===== src/rtl/branch_ctrl_pkg.sv =====
// Shared encodings and helpers for the ID-stage branch controller.
package branch_ctrl_pkg;

  localparam int unsigned XLEN = 32;
  localparam int unsigned RW   = 5;
  localparam int unsigned OPW  = 3;
  localparam int unsigned IMMW = 16;
  localparam int unsigned CNTW = 16;

  typedef enum logic [OPW-1:0] {
    CMP_NOP = 3'b000,
    CMP_NE  = 3'b001,
    CMP_GEZ = 3'b010,
    CMP_GTZ = 3'b011,
    CMP_LEZ = 3'b100,
    CMP_LTZ = 3'b101,
    CMP_EQ  = 3'b110
  } cmp_op_e;

  typedef enum logic [1:0] {
    ST_IDLE = 2'd0,
    ST_HOLD = 2'd1,
    ST_DONE = 2'd2
  } br_state_e;

  // Hazard/forward result bundle from br_hazard.
  typedef struct packed {
    logic haz;
    logic fwd_d1;
    logic fwd_d2;
  } haz_res_t;

  function automatic logic op_valid(input logic [OPW-1:0] op);
    return (op != OPW'(CMP_NOP)) && (op != 3'b111);
  endfunction

  // PC+4 plus word offset; wraps modulo 2^32.
  function automatic logic [XLEN-1:0] br_target(input logic [XLEN-1:0] pc4,
                                                 input logic [IMMW-1:0] imm);
    return pc4 + {{(XLEN-IMMW-2){imm[IMMW-1]}}, imm, 2'b00};
  endfunction

endpackage


===== src/rtl/br_hazard.sv =====
// Combinational RAW hazard and MEM-forward detection for branch sources.
module br_hazard
  import branch_ctrl_pkg::*;
(
  input  logic [RW-1:0] rs_addr,
  input  logic [RW-1:0] rt_addr,
  input  logic          uses_rt,
  input  logic          ex_we,
  input  logic [RW-1:0] ex_waddr,
  input  logic          mem_we,
  input  logic [RW-1:0] mem_waddr,
  input  logic          mem_load,
  output haz_res_t      res_c
);

  logic rs_nz_c, rt_nz_c;
  logic rs_ex_c, rt_ex_c, rs_mem_c, rt_mem_c;

  always_comb begin
    rs_nz_c  = (rs_addr != '0);
    rt_nz_c  = (rt_addr != '0) && uses_rt;
    rs_ex_c  = rs_nz_c && ex_we  && (rs_addr == ex_waddr);
    rt_ex_c  = rt_nz_c && ex_we  && (rt_addr == ex_waddr);
    rs_mem_c = rs_nz_c && mem_we && (rs_addr == mem_waddr);
    rt_mem_c = rt_nz_c && mem_we && (rt_addr == mem_waddr);

    // Only load data in MEM is too late; ALU results in MEM are forwarded.
    res_c.haz    = rs_ex_c || rt_ex_c || ((rs_mem_c || rt_mem_c) && mem_load);
    res_c.fwd_d1 = rs_mem_c && !mem_load;
    res_c.fwd_d2 = rt_mem_c && !mem_load;
  end

endmodule


===== src/rtl/branch_ctrl.sv =====
// ID-stage branch controller: hazard stall, resolve FSM, target and counters.
module branch_ctrl
  import branch_ctrl_pkg::*;
(
  input  logic            clk,
  input  logic            rst_n,
  input  logic            BR_VALID,
  input  logic [OPW-1:0]  BR_OP,
  input  logic [RW-1:0]   RS_ADDR,
  input  logic [RW-1:0]   RT_ADDR,
  input  logic            USES_RT,
  input  logic            EX_WE,
  input  logic [RW-1:0]   EX_WADDR,
  input  logic            EX_LOAD,
  input  logic            MEM_WE,
  input  logic [RW-1:0]   MEM_WADDR,
  input  logic            MEM_LOAD,
  input  logic            KILL,
  input  logic [XLEN-1:0] PC4,
  input  logic [IMMW-1:0] IMM16,
  input  logic            RES_CMP,
  output logic [OPW-1:0]  CMP_CTR,
  output logic            FWD_D1,
  output logic            FWD_D2,
  output logic            STALL,
  output logic            REDIRECT,
  output logic [XLEN-1:0] TARGET,
  output logic [CNTW-1:0] BR_CNT,
  output logic [CNTW-1:0] TKN_CNT
);

  haz_res_t hz_c;

  br_hazard u_hazard (
    .rs_addr  (RS_ADDR),
    .rt_addr  (RT_ADDR),
    .uses_rt  (USES_RT),
    .ex_we    (EX_WE),
    .ex_waddr (EX_WADDR),
    .mem_we   (MEM_WE),
    .mem_waddr(MEM_WADDR),
    .mem_load (MEM_LOAD),
    .res_c    (hz_c)
  );

  // EX results never reach ID in time, so loads and ALU ops in EX stall alike.
  logic unused_ex_load;
  assign unused_ex_load = EX_LOAD;

  br_state_e       state_q, state_d;
  logic            taken_q, taken_d;
  logic [XLEN-1:0] target_q, target_d;
  logic [CNTW-1:0] br_cnt_q, br_cnt_d;
  logic [CNTW-1:0] tkn_cnt_q, tkn_cnt_d;
  logic            resolve_c, commit_c, taken_c;

  always_comb begin
    resolve_c = rst_n && BR_VALID && !hz_c.haz;
    commit_c  = resolve_c && !KILL;
    taken_c   = op_valid(BR_OP) && RES_CMP;
  end

  // Next state, sampled taken bit, target and saturating counters.
  always_comb begin
    state_d   = state_q;
    taken_d   = 1'b0;
    target_d  = target_q;
    br_cnt_d  = br_cnt_q;
    tkn_cnt_d = tkn_cnt_q;

    case (state_q)
      ST_IDLE, ST_DONE, ST_HOLD: begin
        if (!BR_VALID)     state_d = ST_IDLE;
        else if (hz_c.haz) state_d = ST_HOLD;
        else               state_d = ST_DONE;
      end
      default: state_d = ST_IDLE;
    endcase

    if (KILL) state_d = ST_IDLE;

    if (commit_c) begin
      taken_d  = taken_c;
      target_d = br_target(PC4, IMM16);
      if (br_cnt_q != '1) br_cnt_d = br_cnt_q + CNTW'(1);
      if (taken_c && (tkn_cnt_q != '1)) tkn_cnt_d = tkn_cnt_q + CNTW'(1);
    end
  end

  always_ff @(posedge clk or negedge rst_n) begin
    if (!rst_n) begin
      state_q   <= ST_IDLE;
      taken_q   <= 1'b0;
      target_q  <= '0;
      br_cnt_q  <= '0;
      tkn_cnt_q <= '0;
    end else begin
      state_q   <= state_d;
      taken_q   <= taken_d;
      target_q  <= target_d;
      br_cnt_q  <= br_cnt_d;
      tkn_cnt_q <= tkn_cnt_d;
    end
  end

  assign CMP_CTR  = (resolve_c && op_valid(BR_OP)) ? BR_OP : OPW'(CMP_NOP);
  assign STALL    = rst_n && BR_VALID && hz_c.haz;
  assign FWD_D1   = rst_n && hz_c.fwd_d1;
  assign FWD_D2   = rst_n && hz_c.fwd_d2;
  assign REDIRECT = taken_q;
  assign TARGET   = target_q;
  assign BR_CNT   = br_cnt_q;
  assign TKN_CNT  = tkn_cnt_q;

endmodule


===== config.mk =====
export PLATFORM = sky130hd
export DESIGN_NAME = branch_ctrl
export DESIGN_NICKNAME = d
export VERILOG_FILES = /design/src/rtl/branch_ctrl_pkg.sv /design/src/rtl/br_hazard.sv /design/src/rtl/branch_ctrl.sv
export SDC_FILE = /design/constraint.sdc
export NUM_CORES = 1
export LEC_CHECK = 0
export CAP_MARGIN = 15
export CORE_ASPECT_RATIO = 1.5
export CORE_MARGIN = 4
export CORE_UTILIZATION = 40
export DETAILED_ROUTE_END_ITERATION = 8
export GPL_TIMING_DRIVEN = 1
export PLACE_DENSITY_LB_ADDON = 0.2
export SLEW_MARGIN = 20
export SYNTH_ARGS = -nofsm -noshare
export SYNTH_HDL_FRONTEND = slang
export SYNTH_SLANG_ARGS = --single-unit

===== constraint.sdc =====
create_clock -name clk -period 6.44 [get_ports clk]
set_input_delay 1.61 -clock clk [delete_from_list [all_inputs] [get_ports clk]]
set_output_delay 1.61 -clock clk [all_outputs]
set_load 0.03 [all_outputs]

; Word level (Yosys, flattened, before mapping)
; Index checks and enable logic that the tools add are counted.
; W data, S select, Z words.
[classes]
n_addsub = 3
n_eq_ne = 7
mux = 2
reduce_logical = 33
[op_table]
columns = operator, n
row1 = $add A16 B1 Y16 const B, 2
row2 = $add A32 B32 Y32, 1
row3 = $ne A16 B16 Y1 const B, 2
row4 = $logic_and A1 B1 Y1, 22
row5 = $eq A5 B5 Y1, 4
row6 = $reduce_bool A5 Y1, 2
row7 = $reduce_and A2 Y1, 2
row8 = $logic_not A1 Y1, 3
row9 = $logic_or A1 B1 Y1, 3
row10 = $mux W3, 1
row11 = $ne A3 B3 Y1 const B, 1
row12 = $reduce_bool A3 Y1, 1
row13 = $mux W1, 1
[word_totals]
regBits = 65
inputBits = 81
output_inout_bits = 71
word_cells = 49

; Depth between registers and ports, before layout
; Gate-level depths: netlist (run 1).
[depth]
ltp_word = 11
ltp_mapped = 11
depth_no_buf = 11

; Modules after synthesis
; Synthesis (run 1) repeated with hierarchy kept, for this count alone.
[hier_totals]
hier_cells = 525
hier_area_um2 = 4698.3
[modules_own_cells]
columns = mod, instances, cells_per_inst, area_per_inst_um2, seq_area_each_um2
row1 = branch_ctrl, 1, 487, 4388.0, 1626.6
row2 = br_hazard, 1, 38, 310.3, 0.0

; Worst setup path after synthesis (run 1)
; No wires, ideal clock.
[synth_path]
path_kind = input-to-output
startpoint = input port RT_ADDR[0]
endpoint = output port CMP_CTR[0]
arrival_time_ns = 3.135
t_required_ns = 4.830
slack_ns = 1.695
path_stages = 6
path_buffers = 0
cell_sequence = or4_1 > o21ai_2 > nor3_1 > o21ai_2 > nand4_1 > nor2_1
[synth_between]
elab_chain_len = 11
elab_cells_between_ends = 16
cone_classes = 2 x eq/ne / 1 x mux / 13 x reduce/logical
[synth_lines]
columns = item, line
row1 = "start, declared", branch_ctrl.sv:10  ; input logic [RW-1:0] RT_ADDR,
row2 = $reduce_bool A5 Y1, br_hazard.sv:21  ; rt_nz_c = (rt_addr != '0) && uses_rt;
row3 = $logic_and A1 B1 Y1, br_hazard.sv:21
row4 = $logic_and A1 B1 Y1 (2 in a row), br_hazard.sv:25  ; rt_mem_c = rt_nz_c && mem_we && (rt_addr == mem_waddr);
row5 = $logic_or A1 B1 Y1, br_hazard.sv:28  ; res_c.haz = rs_ex_c || rt_ex_c || ((rs_mem_c || rt_mem_c) && mem_load);
row6 = $logic_and A1 B1 Y1, br_hazard.sv:28
row7 = $logic_or A1 B1 Y1 (*), br_hazard.sv:28
row8 = $logic_not A1 Y1 (*), branch_ctrl.sv:58  ; resolve_c = rst_n && BR_VALID && !hz_c.haz;
row9 = $logic_and A1 B1 Y1 (*), branch_ctrl.sv:58
row10 = $logic_and A1 B1 Y1 (*), branch_ctrl.sv:106  ; assign CMP_CTR = (resolve_c && op_valid(BR_OP)) ? BR_OP : OPW'(CMP_NOP);
row11 = $mux W3 (*), branch_ctrl.sv:106
row12 = "end, declared", branch_ctrl.sv:22  ; output logic [OPW-1:0] CMP_CTR,
; Every way passes the cells marked *; elsewhere a longest branch is shown, timed or not.

; Final worst setup path (run 1)
[layout_path]
startpoint = input port RT_ADDR[0]
endpoint = output port CMP_CTR[1]
; Same word-level chain as after synthesis.

==> results of run 1 <==
report_power, final:
part           switching [W]  internal (W)  total, W
Clock               0.000193      0.000304  0.000496
Combinational       0.000374      0.000297  0.000671
Sequential         0.0000652      0.000487  0.000552
cell usage after synthesis, types with 2 or more instances:
cell / instances
a211oi_1: 4
a21o_1: 10
a21oi_1: 30
a311oi_1: 2
a31o_2: 2
a31oi_1: 6
and2_1: 6
and3_1: 11
and3b_1: 2
and4_1: 2
clkbuf_1: 12
dfrtp_1: 65
ha_1: 31
inv_1: 8
mux2_2: 4
mux2i_1: 2
nand2_1: 79
nand3_1: 19
nand4_1: 16
nor2_1: 30
nor2b_1: 4
nor3_1: 14
nor3_2: 2
nor3b_1: 4
nor4_1: 5
nor4b_1: 2
o211ai_1: 4
o21a_1: 4
o21ai_0: 38
o21ai_2: 2
o21bai_1: 3
or3_1: 5
or4_1: 3
xnor2_1: 44
xor2_1: 27
registers in the layout (all words and copies together), names as in the netlist:
register,count
TKN_CNT,16
BR_CNT,16
TARGET,32
REDIRECT,1
per-layer routing:
metal  part of all wire, %  vias up  GRT usage [%]
li1                      -     2194              -
met1                    40     2043           21.8
met2                    53      118           35.2
met3                   4.7       23           3.94
met4                   2.9        0           7.50
met5                     0        -              0
worst max-delay path, stage by stage:
cell and delay (ps):
clkdlybuf4s50_1 470, or4_1 560, o21ai_2 150, nor3_1 90
o21ai_2 220, nand4_1 180, nor2_1 160, clkdlybuf4s50_1 680
cell type report:
| type | instances | area, sq um | area share [%] |
|---|---|---|---|
| clock buffer | 9 | 225 | 3.43 |
| clock inverter | 7 | 77.6 | 1.18 |
| inverter | 8 | 30.0 | 0.458 |
| multi-input combinational | 438 | 2900 | 44.2 |
| sequential | 65 | 1630 | 24.8 |
| tap | 147 | 184 | 2.80 |
| timing repair buffer | 153 | 1520 | 23.2 |
cells by family after synthesis:
| kind of cell | after synthesis | share of synthesized area, % |
|---|---|---|
| compound gates | 115 | 15.4 |
| xor+xnor | 71 | 13.5 |
| fa+ha+maj | 32 | 8.83 |
| buf+inv | 23 | 2.06 |
| flops | 65 | 35.2 |
| mux | 6 | 1.41 |
| simple gates | 214 | 23.6 |
through the flow:
stage	std cells	area (sq um)	utilization, %	hold slack, ps
after floorplan	526	4620	-	646
after global placement	811	6250	56.0	451
after detailed placement	811	6250	56.0	467
after CTS	827	6560	58.7	481
after global routing	827	6560	58.7	501
final	827	6560	58.7	475
final timing paths:
check / to
max: CMP_CTR[1]
min: TARGET[0]$_DFFE_PN0P_
max reg2reg: TKN_CNT[1]$_DFFE_PN0P_
min reg2reg: TARGET[0]$_DFFE_PN0P_
max in group asynchronous: BR_CNT[15]$_DFFE_PN0P_
min in group asynchronous: TARGET[3]$_DFFE_PN0P_
==> results.json, run 1 <==
{
  "status": "finished, final reports clean",
  "tightest_slew_ps": 656,
  "crit_path_max_fanout": 4,
  "path_clk_slew_ps": 50,
  "hpwlAfterDp_um": 10200,
  "relSlewSlack_pct": 55.9,
  "pin_count": 152,
  "core_sq_um": 11200,
  "cap_violations": 0,
  "hold_path.class": "reg -> reg",
  "first_pass_iters": 5,
  "drtIter0Drc": 129,
  "cts_resized": 0,
  "grt_pass1_wl_um": 21100,
  "initial_utilization_pct": 41.3,
  "nNetsFinal": 788,
  "num_antenna_cells": 0,
  "holdCritStartpoint": "TARGET[0]$_DFFE_PN0P_",
  "grt_pass1_vias": 4557,
  "gp_congestion": 0.839,
  "hold_depth": 2,
  "cts_buffers": 9,
  "area_growth_syn_to_layout_pct": 42.0,
  "hold_buffers": 0,
  "cp.required_ps": 4830,
  "cts_tree": "built",
  "cts_sinks": 65,
  "ys.flop_type": "dfrtp_1",
  "rows": 47,
  "wl_um": 12800,
  "syn_area_sq_um": 4620,
  "maxSlewViolCount": 0,
  "reg2reg_depth": 7,
  "cp-start-kind": "input port",
  "synth_cell_types": 59,
  "irDropWorstVdd_mv": 0.136,
  "ys_seq_elements": 65,
  "grt_use_total_pct": 19.5,
  "via_per_inst": 5.29,
  "final_common_cell": "clkdlybuf4s50_1",
  "yosysSeqAreaShare_pct": 35.2,
  "power_density_nw_per_um2": 262,
  "critPathCaptureType": "primary output",
  "period_share_pct": 88.9,
  "leakagePower_nw": 2.79,
  "p_total_w": 0.00172,
  "post_cts_buffers": 0,
  "ant_nets": 0,
  "async_flop_share_pct": 100,
  "drc": 0,
  "die_area_sq_um": 13400,
  "fin_tns_setup_ps": 0,
  "grt_overflow": 0,
  "grt_setup_unrepaired": "false",
  "avgRoutedWirePerCell_um": 15.4,
  "place_ws_ps": 709,
  "rrSetupSlack_ps": 4110,
  "synthTopCellsByArea": "dfrtp_1 35%, ha_1 8.4%, xnor2_1 8.3%",
  "post-route-min-period_ps": 5730,
  "grt_antenna_before_repair": 0,
  "synth_edf_count": 0,
  "drive_above_1_share_pct": 5.29,
  "root_buffer": "clkbuf_16",
  "synth_top_cell_area_share_pct": 35.2,
  "vias": 4378,
  "clock_latency_ps": 320,
  "final_cell_mix": "149 x clkdlybuf4s50_1, 79 x nand2_1, 65 x dfrtp_1, 44 x xnor2_1, 38 x o21ai_0",
  "syn_nets": 639,
  "cts_max_level": 3,
  "hold_violations": 0,
  "setup_viol": 0,
  "fp.dieH_um": 140,
  "grt_max_degree": 46,
  "startpoint": "RT_ADDR[0]",
  "synth_warnings": 0,
  "synthCells": 526,
  "cp.arrival_ps": 4120,
  "die_w_um": 95.7,
  "layout_setup_ws_ps": 715,
  "reg2reg_from": "TKN_CNT[9]$_DFFE_PN0P_",
  "io_buffers": 150,
  "clock.fmax_mhz": 175,
  "synth.avg_cell_area_sq_um": 8.78,
  "worstSetupPathType": "in -> out",
  "fill_cells": 997,
  "finClkSkew_ps": 7.92,
  "synth_area_leader_cell": "dfrtp_1",
  "cts_buffer_depth": 2
}
(Power assumes the default switching activity.)
==> run 2, diff against run 1 <==
--- a/config.mk
+++ b/config.mk
@@ -7,8 +7,8 @@
 export LEC_CHECK = 0
 export CAP_MARGIN = 15
 export CORE_ASPECT_RATIO = 1.5
-export CORE_MARGIN = 4
-export CORE_UTILIZATION = 40
+export CORE_MARGIN = 1
+export CORE_UTILIZATION = 51
 export DETAILED_ROUTE_END_ITERATION = 8
 export GPL_TIMING_DRIVEN = 1
 export PLACE_DENSITY_LB_ADDON = 0.2
==> results.json, run 2 (synthesis results as in run 1) <==
{
  "cts_sinks": 65,
  "p_seq_share_pct": 32.2,
  "rows": 42,
  "multi_input_area_sq_um": 2900,
  "post-place-cells": 774,
  "vias": 4491,
  "p_comb_share_pct": 39.1,
  "crit_path_max_fanout": 4,
  "grt_overflow": 0,
  "switching_power_w": 0.000628,
  "setup_viol": 0,
  "grt_use_total_pct": 26.8,
  "initial_utilization_pct": 52.3,
  "root_buffer": "clkbuf_16",
  "avgRoutedWirePerCell_um": 15.4,
  "die_w_um": 79.7,
  "drc": 0,
  "drtIter0Drc": 157,
  "fin_cells": 790,
  "largest_reg_flops": 32,
  "die_area_sq_um": 9450,
  "worstSetupPathType": "in -> out",
  "power_density_nw_per_um2": 263,
  "cts_buffer_depth": 2,
  "clkPwrFrac_pct": 28.7,
  "path_clk_slew_ps": 60,
  "cts_max_level": 3,
  "cts_tree": "built",
  "cp.arrival_ps": 4120,
  "fill_cells": 679,
  "core_sq_um": 8830,
  "drive_above_1_share_pct": 5.29,
  "final_util_pct": 73.8,
  "fin_tns_setup_ps": 0,
  "hold_path.class": "reg -> reg",
  "area_growth_syn_to_layout_pct": 41.1,
  "finClkSkew_ps": 8.95,
  "internal-power_w": 0.00109,
  "cp.required_ps": 4830,
  "nNetsFinal": 788,
  "post_cts_buffers": 0,
  "leakagePower_nw": 2.80,
  "gp_congestion": 0.880,
  "hold_violations": 0,
  "layout_setup_ws_ps": 713,
  "maxSlewViolCount": 0,
  "status": "finished, final reports clean",
  "fp.dieH_um": 119,
  "grt_max_degree": 50,
  "p_total_w": 0.00172,
  "sw_frac_of_total_pct": 36.6,
  "hold_buffers": 0,
  "cts_resized": 0,
  "grt_antenna_before_repair": 0,
  "num_antenna_cells": 0,
  "place_ws_ps": 709,
  "grt_setup_unrepaired": "false",
  "via_per_inst": 5.68,
  "post-route-min-period_ps": 5730,
  "cap_violations": 0,
  "final_cell_mix": "149 x clkdlybuf4s50_1, 79 x nand2_1, 65 x dfrtp_1, 44 x xnor2_1, 38 x o21ai_0",
  "period_share_pct": 88.9,
  "clock.fmax_mhz": 175,
  "final_common_cell": "clkdlybuf4s50_1",
  "hpwlAfterDp_um": 9460,
  "tightest_slew_ps": 629,
  "ant_nets": 0,
  "pin_count": 152,
  "cts_buffers": 9,
  "clock_latency_ps": 330,
  "irDropWorstVdd_mv": 0.201,
  "grt_pass1_wl_um": 19800,
  "regArea_sq_um": 1630,
  "relSlewSlack_pct": 57.9,
  "first_pass_iters": 5,
  "cp-start-kind": "input port",
  "critPathCaptureType": "primary output",
  "wl_um": 12100,
  "io_buffers": 150,
  "grt_pass1_vias": 4320
}
[run 2: cell count changes in the layout (fill, tap and decap cells not counted), sizes merged]
cell,change
inv,-1
clkinvlp,-1
clkinv,+2
[run 2: worst paths after layout]
| kind | from | endpoint | slack (ps) | cells after the start |
|---|---|---|---|---|
| max reg2reg | BR_CNT[3]$_DFFE_PN0P_ | BR_CNT[1]$_DFFE_PN0P_ | 4320 | 7 |
| min | TARGET[14]$_DFFE_PN0P_ | TARGET[14]$_DFFE_PN0P_ | 470 | 2 |
| max | RT_ADDR[3] | CMP_CTR[1] | 710 | 8 |
| min in group asynchronous | rst_n | TARGET[11]$_DFFE_PN0P_ | 1230 | 1 |
| min reg2reg | TARGET[14]$_DFFE_PN0P_ | TARGET[14]$_DFFE_PN0P_ | 470 | 2 |
| max in group asynchronous | rst_n | BR_CNT[11]$_DFFE_PN0P_ | 4240 | 2 |
[run 2: cell type report]
type,count,area share [%]
Multi-Input combinational cell,438,44.5
Sequential cell,65,25.0
Timing Repair Buffer,153,23.3
Clock buffer,9,3.46
Tap cell,110,2.11
Clock inverter,7,1.21
Inverter,8,0.461
[run 2: worst max-delay path, cell delays in order]
cell and delay [ps]:
clkdlybuf4s50_1 480, or4_1 560, o21ai_2 150, nor3_1 100
o21ai_2 220, nand4_1 170, nor2_1 140, clkdlybuf4s50_1 670
[run 2: power by group through the flow]
stage | registers [W] | clock network (W) | logic [W]
CTS | 0.000551 | 0.000502 | 0.000674
global placement | 0.000551 | 0 | 0.000658
finish | 0.000552 | 0.000493 | 0.000671
global route | 0.000560 | 0.000524 | 0.000718
floorplan | 0.000705 | 0 | 0.000226
detailed placement | 0.000556 | 0 | 0.000671
[run 2: metrics by stage]
| stage | hold slack (ps) | instance area, sq um |
|---|---|---|
| 2_1_floorplan | 646 | 4620 |
| 3_3_place_gp | 452 | 6210 |
| 3_5_place_dp | 456 | 6210 |
| 4_1_cts | 469 | 6510 |
| 5_1_grt | 500 | 6510 |
| 6_report | 467 | 6510 |
[run 2: per-layer routing]
layer  share of wire, %  global-route usage (%)  up-vias
met2                 54                    47.9      141
met5                  0                       0        -
met3                5.1                    4.56       27
met4                2.9                    11.7        0
met1                 38                    30.4     2129
li1                   -                       -     2194
